File: src/rtl/instr_fetch_unit_pkg.sv
`default_nettype none
// ============================================================================
// Module  : instr_fetch_unit_pkg
// Brief   : Shared types and constants for the instruction fetch stage.
// Revision: 1.0 - initial release
// ============================================================================
package instr_fetch_unit_pkg;

    localparam int FETCH_ADDR_W  = 32;
    localparam int FETCH_INSTR_W = 32;
    localparam logic [FETCH_INSTR_W-1:0] DEFAULT_NOP = 32'h0000_0000;

    typedef enum logic [2:0] {
        ST_IDLE   = 3'd0,
        ST_FETCH  = 3'd1,
        ST_HOLD   = 3'd2,
        ST_HALTED = 3'd3,
        ST_FAULT  = 3'd4
    } fetch_state_e;

    function automatic logic is_aligned(input logic [1:0] pc_lsb);
        return (pc_lsb == 2'b00);
    endfunction

endpackage
`default_nettype wire

File: src/rtl/instr_fetch_unit_if.sv
`default_nettype none
// ============================================================================
// Module  : instr_fetch_unit_if
// Brief   : Instruction-memory read bus (req/ack handshake).
// Revision: 1.0 - initial release
// ============================================================================
interface instr_fetch_unit_if #(
    parameter int ADDR_W = 32,
    parameter int DATA_W = 32
) ();
    logic              req;
    logic [ADDR_W-1:0] addr;
    logic              ack;
    logic [DATA_W-1:0] rdata;

    modport master (output req, output addr, input ack, input rdata);
    modport slave  (input req, input addr, output ack, output rdata);
endinterface
`default_nettype wire

File: src/rtl/instr_fetch_unit.sv
`default_nettype none
// ============================================================================
// Module  : instr_fetch_unit
// Brief   : Multi-cycle fetch stage: one imem read per instruction, IR hold.
// Revision: 1.0 - initial release
// ============================================================================
module instr_fetch_unit
    import instr_fetch_unit_pkg::*;
#(
    parameter int                ADDR_W      = FETCH_ADDR_W,
    parameter int                DATA_W      = FETCH_INSTR_W,
    parameter int                ACK_TIMEOUT = 16,
    parameter logic [DATA_W-1:0] NOP_INSTR   = DEFAULT_NOP
) (
    input  wire logic              clk,
    input  wire logic              reset,
    input  wire logic [ADDR_W-1:0] cur_pc,
    output logic                   pc_wre,
    instr_fetch_unit_if.master     imem,
    output logic                   if_valid,
    output logic [DATA_W-1:0]      if_instr,
    output logic [ADDR_W-1:0]      if_pc,
    input  wire logic              id_ready,
    input  wire logic              flush,
    input  wire logic              halt,
    output logic                   fetch_fault
);

    localparam int CNT_W = $clog2(ACK_TIMEOUT);
    localparam logic [CNT_W-1:0] CNT_LAST = CNT_W'(ACK_TIMEOUT - 1);

    fetch_state_e      state,    state_nxt;
    logic              req_q,    req_nxt;
    logic [ADDR_W-1:0] addr_q,   addr_nxt;
    logic              valid_q,  valid_nxt;
    logic [DATA_W-1:0] instr_q,  instr_nxt;
    logic [ADDR_W-1:0] pc_q,     pc_nxt;
    logic              fault_q,  fault_nxt;
    logic              drop_q,   drop_nxt;
    logic [CNT_W-1:0]  cnt_q,    cnt_nxt;

    always_ff @(posedge clk) begin
        if (reset) begin
            state   <= ST_IDLE;
            req_q   <= 1'b0;
            addr_q  <= '0;
            valid_q <= 1'b0;
            instr_q <= NOP_INSTR;
            pc_q    <= '0;
            fault_q <= 1'b0;
            drop_q  <= 1'b0;
            cnt_q   <= '0;
        end else begin
            state   <= state_nxt;
            req_q   <= req_nxt;
            addr_q  <= addr_nxt;
            valid_q <= valid_nxt;
            instr_q <= instr_nxt;
            pc_q    <= pc_nxt;
            fault_q <= fault_nxt;
            drop_q  <= drop_nxt;
            cnt_q   <= cnt_nxt;
        end
    end

    always_comb begin
        state_nxt = state;
        req_nxt   = req_q;
        addr_nxt  = addr_q;
        valid_nxt = valid_q;
        instr_nxt = instr_q;
        pc_nxt    = pc_q;
        fault_nxt = fault_q;
        drop_nxt  = drop_q;
        cnt_nxt   = cnt_q;
        case (state)
            ST_IDLE: begin
                if (halt) begin
                    state_nxt = ST_HALTED;
                end else if (!is_aligned(cur_pc[1:0])) begin
                    fault_nxt = 1'b1;
                    state_nxt = ST_FAULT;
                end else begin
                    addr_nxt  = cur_pc;
                    req_nxt   = 1'b1;
                    state_nxt = ST_FETCH;
                end
            end
            ST_FETCH: begin
                if (imem.ack) begin
                    req_nxt  = 1'b0;
                    cnt_nxt  = '0;
                    drop_nxt = 1'b0;
                    if (!drop_q && !flush) begin
                        instr_nxt = imem.rdata;
                        pc_nxt    = addr_q;
                        valid_nxt = 1'b1;
                        state_nxt = ST_HOLD;
                    end else begin
                        state_nxt = ST_IDLE;
                    end
                end else if (cnt_q == CNT_LAST) begin
                    req_nxt   = 1'b0;
                    cnt_nxt   = '0;
                    drop_nxt  = 1'b0;
                    fault_nxt = 1'b1;
                    state_nxt = ST_FAULT;
                end else begin
                    // A flushed request still runs to completion; its data is discarded.
                    cnt_nxt = cnt_q + 1'b1;
                    if (flush) drop_nxt = 1'b1;
                end
            end
            ST_HOLD: begin
                if (flush) begin
                    valid_nxt = 1'b0;
                    instr_nxt = NOP_INSTR;
                    state_nxt = ST_IDLE;
                end else if (id_ready) begin
                    valid_nxt = 1'b0;
                    state_nxt = ST_IDLE;
                end
            end
            ST_HALTED: begin
                if (!halt) state_nxt = ST_IDLE;
            end
            ST_FAULT: begin
                if (flush) begin
                    fault_nxt = 1'b0;
                    state_nxt = ST_IDLE;
                end
            end
            default: state_nxt = ST_IDLE;
        endcase
    end

    assign pc_wre      = valid_q & id_ready & ~flush;
    assign imem.req    = req_q;
    assign imem.addr   = addr_q;
    assign if_valid    = valid_q;
    assign if_instr    = instr_q;
    assign if_pc       = pc_q;
    assign fetch_fault = fault_q;

endmodule
`default_nettype wire

File: src/flat_wrapper.sv
// flat-port wrapper written by rule: the top's interface ports become plain ports
module instr_fetch_unit_flat import instr_fetch_unit_pkg::*;
#(
    parameter int                ADDR_W      = FETCH_ADDR_W,
    parameter int                DATA_W      = FETCH_INSTR_W,
    parameter int                ACK_TIMEOUT = 16,
    parameter logic [DATA_W-1:0] NOP_INSTR   = DEFAULT_NOP
)
  (clk, reset, cur_pc, pc_wre, if_valid, if_instr, if_pc, id_ready, flush, halt, fetch_fault, imem_req, imem_addr, imem_ack, imem_rdata);
  instr_fetch_unit_if #(.ADDR_W(ADDR_W), .DATA_W(DATA_W)) imem_i ();
  input  wire logic clk;
  input  wire logic reset;
  input  wire logic [ADDR_W-1:0] cur_pc;
  output logic pc_wre;
  output logic if_valid;
  output logic [DATA_W-1:0] if_instr;
  output logic [ADDR_W-1:0] if_pc;
  input  wire logic id_ready;
  input  wire logic flush;
  input  wire logic halt;
  output logic fetch_fault;
  output wire logic [$bits(imem_i.req)-1:0] imem_req;
  output wire logic [$bits(imem_i.addr)-1:0] imem_addr;
  input wire logic [$bits(imem_i.ack)-1:0] imem_ack;
  input wire logic [$bits(imem_i.rdata)-1:0] imem_rdata;
  assign imem_req = imem_i.req;
  assign imem_addr = imem_i.addr;
  assign imem_i.ack = imem_ack;
  assign imem_i.rdata = imem_rdata;
  instr_fetch_unit #(.ADDR_W(ADDR_W), .DATA_W(DATA_W), .ACK_TIMEOUT(ACK_TIMEOUT), .NOP_INSTR(NOP_INSTR)) u_core (.clk(clk), .reset(reset), .cur_pc(cur_pc), .pc_wre(pc_wre), .imem(imem_i), .if_valid(if_valid), .if_instr(if_instr), .if_pc(if_pc), .id_ready(id_ready), .flush(flush), .halt(halt), .fetch_fault(fetch_fault));
endmodule
File: config.mk
export PLATFORM = sky130hd
export DESIGN_NAME = instr_fetch_unit_flat
export DESIGN_NICKNAME = d
export VERILOG_FILES = /design/src/rtl/instr_fetch_unit_pkg.sv /design/src/rtl/instr_fetch_unit_if.sv /design/src/rtl/instr_fetch_unit.sv /design/src/flat_wrapper.sv
export SDC_FILE = /design/constraint.sdc
export NUM_CORES = 1
export LEC_CHECK = 0
export BUFFER_PORTS_ARGS = -buffer_cell sky130_fd_sc_hd__buf_2
export CAP_MARGIN = 20
export CORE_AREA = 2 2 106 87
export CTS_CLUSTER_SIZE = 25
export DETAILED_ROUTE_END_ITERATION = 8
export DIE_AREA = 0 0 108 89
export PLACE_DENSITY = 0.78
export SLEW_MARGIN = 20
export SYNTH_ARGS = -nofsm -noshare
export SYNTH_HDL_FRONTEND = slang
export SYNTH_SLANG_ARGS = --single-unit
File: constraint.sdc
create_clock -name clk -period 2.26 [get_ports clk]
set_input_delay 0.113 -clock clk [delete_from_list [all_inputs] [get_ports clk]]
set_output_delay 0.113 -clock clk [all_outputs]
set_load 0.05 [all_outputs]
==> flow_summary.toml <==
[layout]
antenna_cells = 0
synthToLayoutAreaGrowth_pct = 43.5
postLayoutCoreUtil = 0.669
final_common_cell = "buf_2"
drive_gt1_frac = 0.282
layout_common_cells = "buf_2, nand2_1, dfxtp_1"
num-nets-final = 774

[timing]
fin_crit_ps = 1890
rsz0062_at_grt = "no"
slew_violations = 0
max_freq_mhz = 530
final.setup_skew_ps = 13.1
finalCritPeriodShare = 0.834
setup_viol = 0
fin_setup_tns_ps = 0
slew_headroom = 0.582
max_slew.worst_pin.slew_ps = 626
finalHoldViolCount = 0

[global_routing]
grt-ovfl-total = 0
grt_pass1_wl_mm = 18.1
antenna_found_initial = 0
grt_usage = 0.237
grt_pass1_vias = 3884
grt_start_max_net_pins = 60

[setup_path]
crit_family = "simple AND/OR/NAND/NOR gates"
reg2reg_depth = 5
reg2reg_to = "u_core.imem.addr[22]$_SDFFE_PP0P_"
reg2reg_from = "u_core.state[0]$_SDFFE_PP0P_"
cp.depth = 5
ff2ff_setup_slack_ps = 370
cp_slowest_cell = "or3_1"
path_cells = "or3_1 > or4_1 > buf_4 > nand2_1 > a21oi_1"
cp-end-kind = "flop"
crit_arrival_ps = 2120
start_kind = "flop"
slowest_delay_ps = 460
crit_path_start = "u_core.state[0]$_SDFFE_PP0P_"
path_max_fanout = 30
path_buf_inv = 1
path_class = "reg2reg"
critical_path_required_ps = 2490

[logic_synthesis]
yosys-top-cells-area = "dfxtp_1, nand2_1, a21oi_1"
ys_ff_latch = 107
yosysWarnings = 0
syn-num-nets = 561
post_synth_instance_area_um2 = 3940
avgSynthCellArea_um2 = 8.03
synth_cells = 490
synth.yosys.seq_area_share = 0.544
synth_top_area_share = 0.544
yosysUniqueCellTypes = 36
yosysTopAreaCell = "dfxtp_1"

[clock_tree]
cts-htree-levels = 3
post_cts_buffers = 0
numClockSinks = 107
cts_buffers = 9
clkLatencyLatePin_ps = 370
clkTransAtPathRegs_ps = 110
cts_tree = "yes"
clockRootBuffer = "clkbuf_8"
clockBufferDepth = 2

[placement]
gp_congestion = 0.803
dp_hpwl_mm = 7.09
port_buffers = 169

[pwr]
peakVddDrop_v = 0.000372
p_leak_nw = 2.41
p_clk_frac = 0.294
p_per_area_nw_per_um2 = 666
internal_power_mw = 2.61
power_frac_comb = 0.175
seqPwrFrac = 0.530
swShare = 0.307
switching_power_mw = 1.15

[floorplan]
io_pins = 170
start_util = 0.466
dieHeight_um = 89
die_area_um2 = 9610
rows = 30
core-area_um2 = 8450
die_w_um = 108

[route]
drtAntennaViolNets = 0
dr.pass1.iters = 5
drc = 0
drt_iter0_drc = 287
vias = 4204
wl_mm = 11.7
wire_per_inst_um = 14.2
viasPerCell = 5.13

[status]
outcome = "complete, no violations"

[worst_hold_path]
holdPathEnd = "u_core.state[1]$_SDFFE_PP0P_"
holdCritStartpoint = "halt"
hold_depth = 3
hold_path.class = "in2reg"

[run]
cap_violations = 0
==> per-layer routing <==
layer	GRT usage	wire, um	part of all wire
met1	0.281	4930	0.42
met2	0.423	5700	0.49
met3	0.0547	726	0.062
met4	0.0921	313	0.027
met5	0	0	0
==> final cells by class <==
class / count / area, um^2
Clock buffer: 10 / 128
Tap cell: 112 / 140
Timing Repair Buffer: 240 / 1550
Inverter: 1 / 3.75
Clock inverter: 6 / 57.6
Multi-Input combinational cell: 344 / 1630
Sequential cell: 107 / 2140
Fill cell: 673 / 2800
==> worst reg2reg max path, cell delays in order, from the launching register on <==
cell	delay, ps
dfxtp_1	450
or3_1	460
or4_1	410
buf_4	250
nand2_1	110
a21oi_1	70
==> synthesized netlist by cell type <==
master    number
a211oi_1       1
a21oi_1      103
a221oi_2       1
a311oi_1       1
a31o_2         1
a31oi_1        2
and2_1         1
and3b_1        2
buf_1          2
buf_2         17
buf_4          1
clkbuf_1      18
dfxtp_1      107
ha_1           1
inv_1          1
mux2i_1        1
nand2_1      159
nand2b_1       2
nand3_1        1
nand3b_1       2
nand4b_1       1
nor2_1         7
nor2b_1        2
nor3_1         8
nor3b_1        3
nor3b_2        1
nor4_4         1
nor4b_1        1
o21a_1         1
o21ai_0        5
o21ai_1       30
o21bai_1       1
or2_2          1
or3_1          1
or3b_1         1
or4_1          2
==> sequential cells by signal, summed over array words and instances, names as in the netlist <==
register	count
u_core.cnt_q	4
u_core.drop_q	1
u_core.fetch_fault	1
u_core.if_instr	32
u_core.if_pc	32
u_core.if_valid	1
u_core.imem.addr	32
u_core.imem.req	1
u_core.state	3
==> per-stage QoR <==
stage / hold slack [ps] / instances / area (um^2) / power, mW / setup WS [ps]
detailed placement: 360 / 742 / 4840 / 2.60 / 417
floorplan: 249 / 490 / 3940 / 2.43 / 672
global route: 93.1 / 820 / 5650 / 3.92 / 279
finish: 75.1 / 820 / 5650 / 3.76 / 375
CTS: 1.38 / 819 / 5640 / 3.78 / 397
global placement: 355 / 742 / 4840 / 2.59 / 468
==> timing repair <==
action | CTS | global route
setup endpoints to repair | 0 | 0
gates resized for setup | 0 | 0
hold endpoints to repair | 61 | 1
hold buffers | 61 | 1
==> power by group through the flow <==
stage	Combinational, mW	Clock [mW]	Sequential [mW]
2_1_floorplan	0.252	0	2.18
3_3_place_gp	0.558	0	2.03
3_5_place_dp	0.569	0	2.04
4_1_cts	0.651	1.14	1.99
5_1_grt	0.707	1.20	2.00
6_report	0.660	1.11	2.00
==> cells by family (layout without fill, tap and decap cells) <==
family	after synthesis	count (layout)	synth area share
AND/OR/NAND/NOR	196	196	0.214
buffers and inverters	39	257	0.0435
multiplexers	1	1	0.00254
flip-flops	107	107	0.544
AO/OA/AOI/OAI	146	146	0.193
adder cells (fa/ha/maj)	1	1	0.00318
==> worst max-delay path by stage <==
stage                                             end
floorplan           u_core.imem.addr[10]$_SDFFE_PP0P_
global placement    u_core.imem.addr[17]$_SDFFE_PP0P_
detailed placement  u_core.imem.addr[18]$_SDFFE_PP0P_
CTS                 u_core.imem.addr[24]$_SDFFE_PP0P_
global route             u_core.if_valid$_SDFFE_PP0P_
finish              u_core.imem.addr[22]$_SDFFE_PP0P_
(Power assumes the default switching activity.)
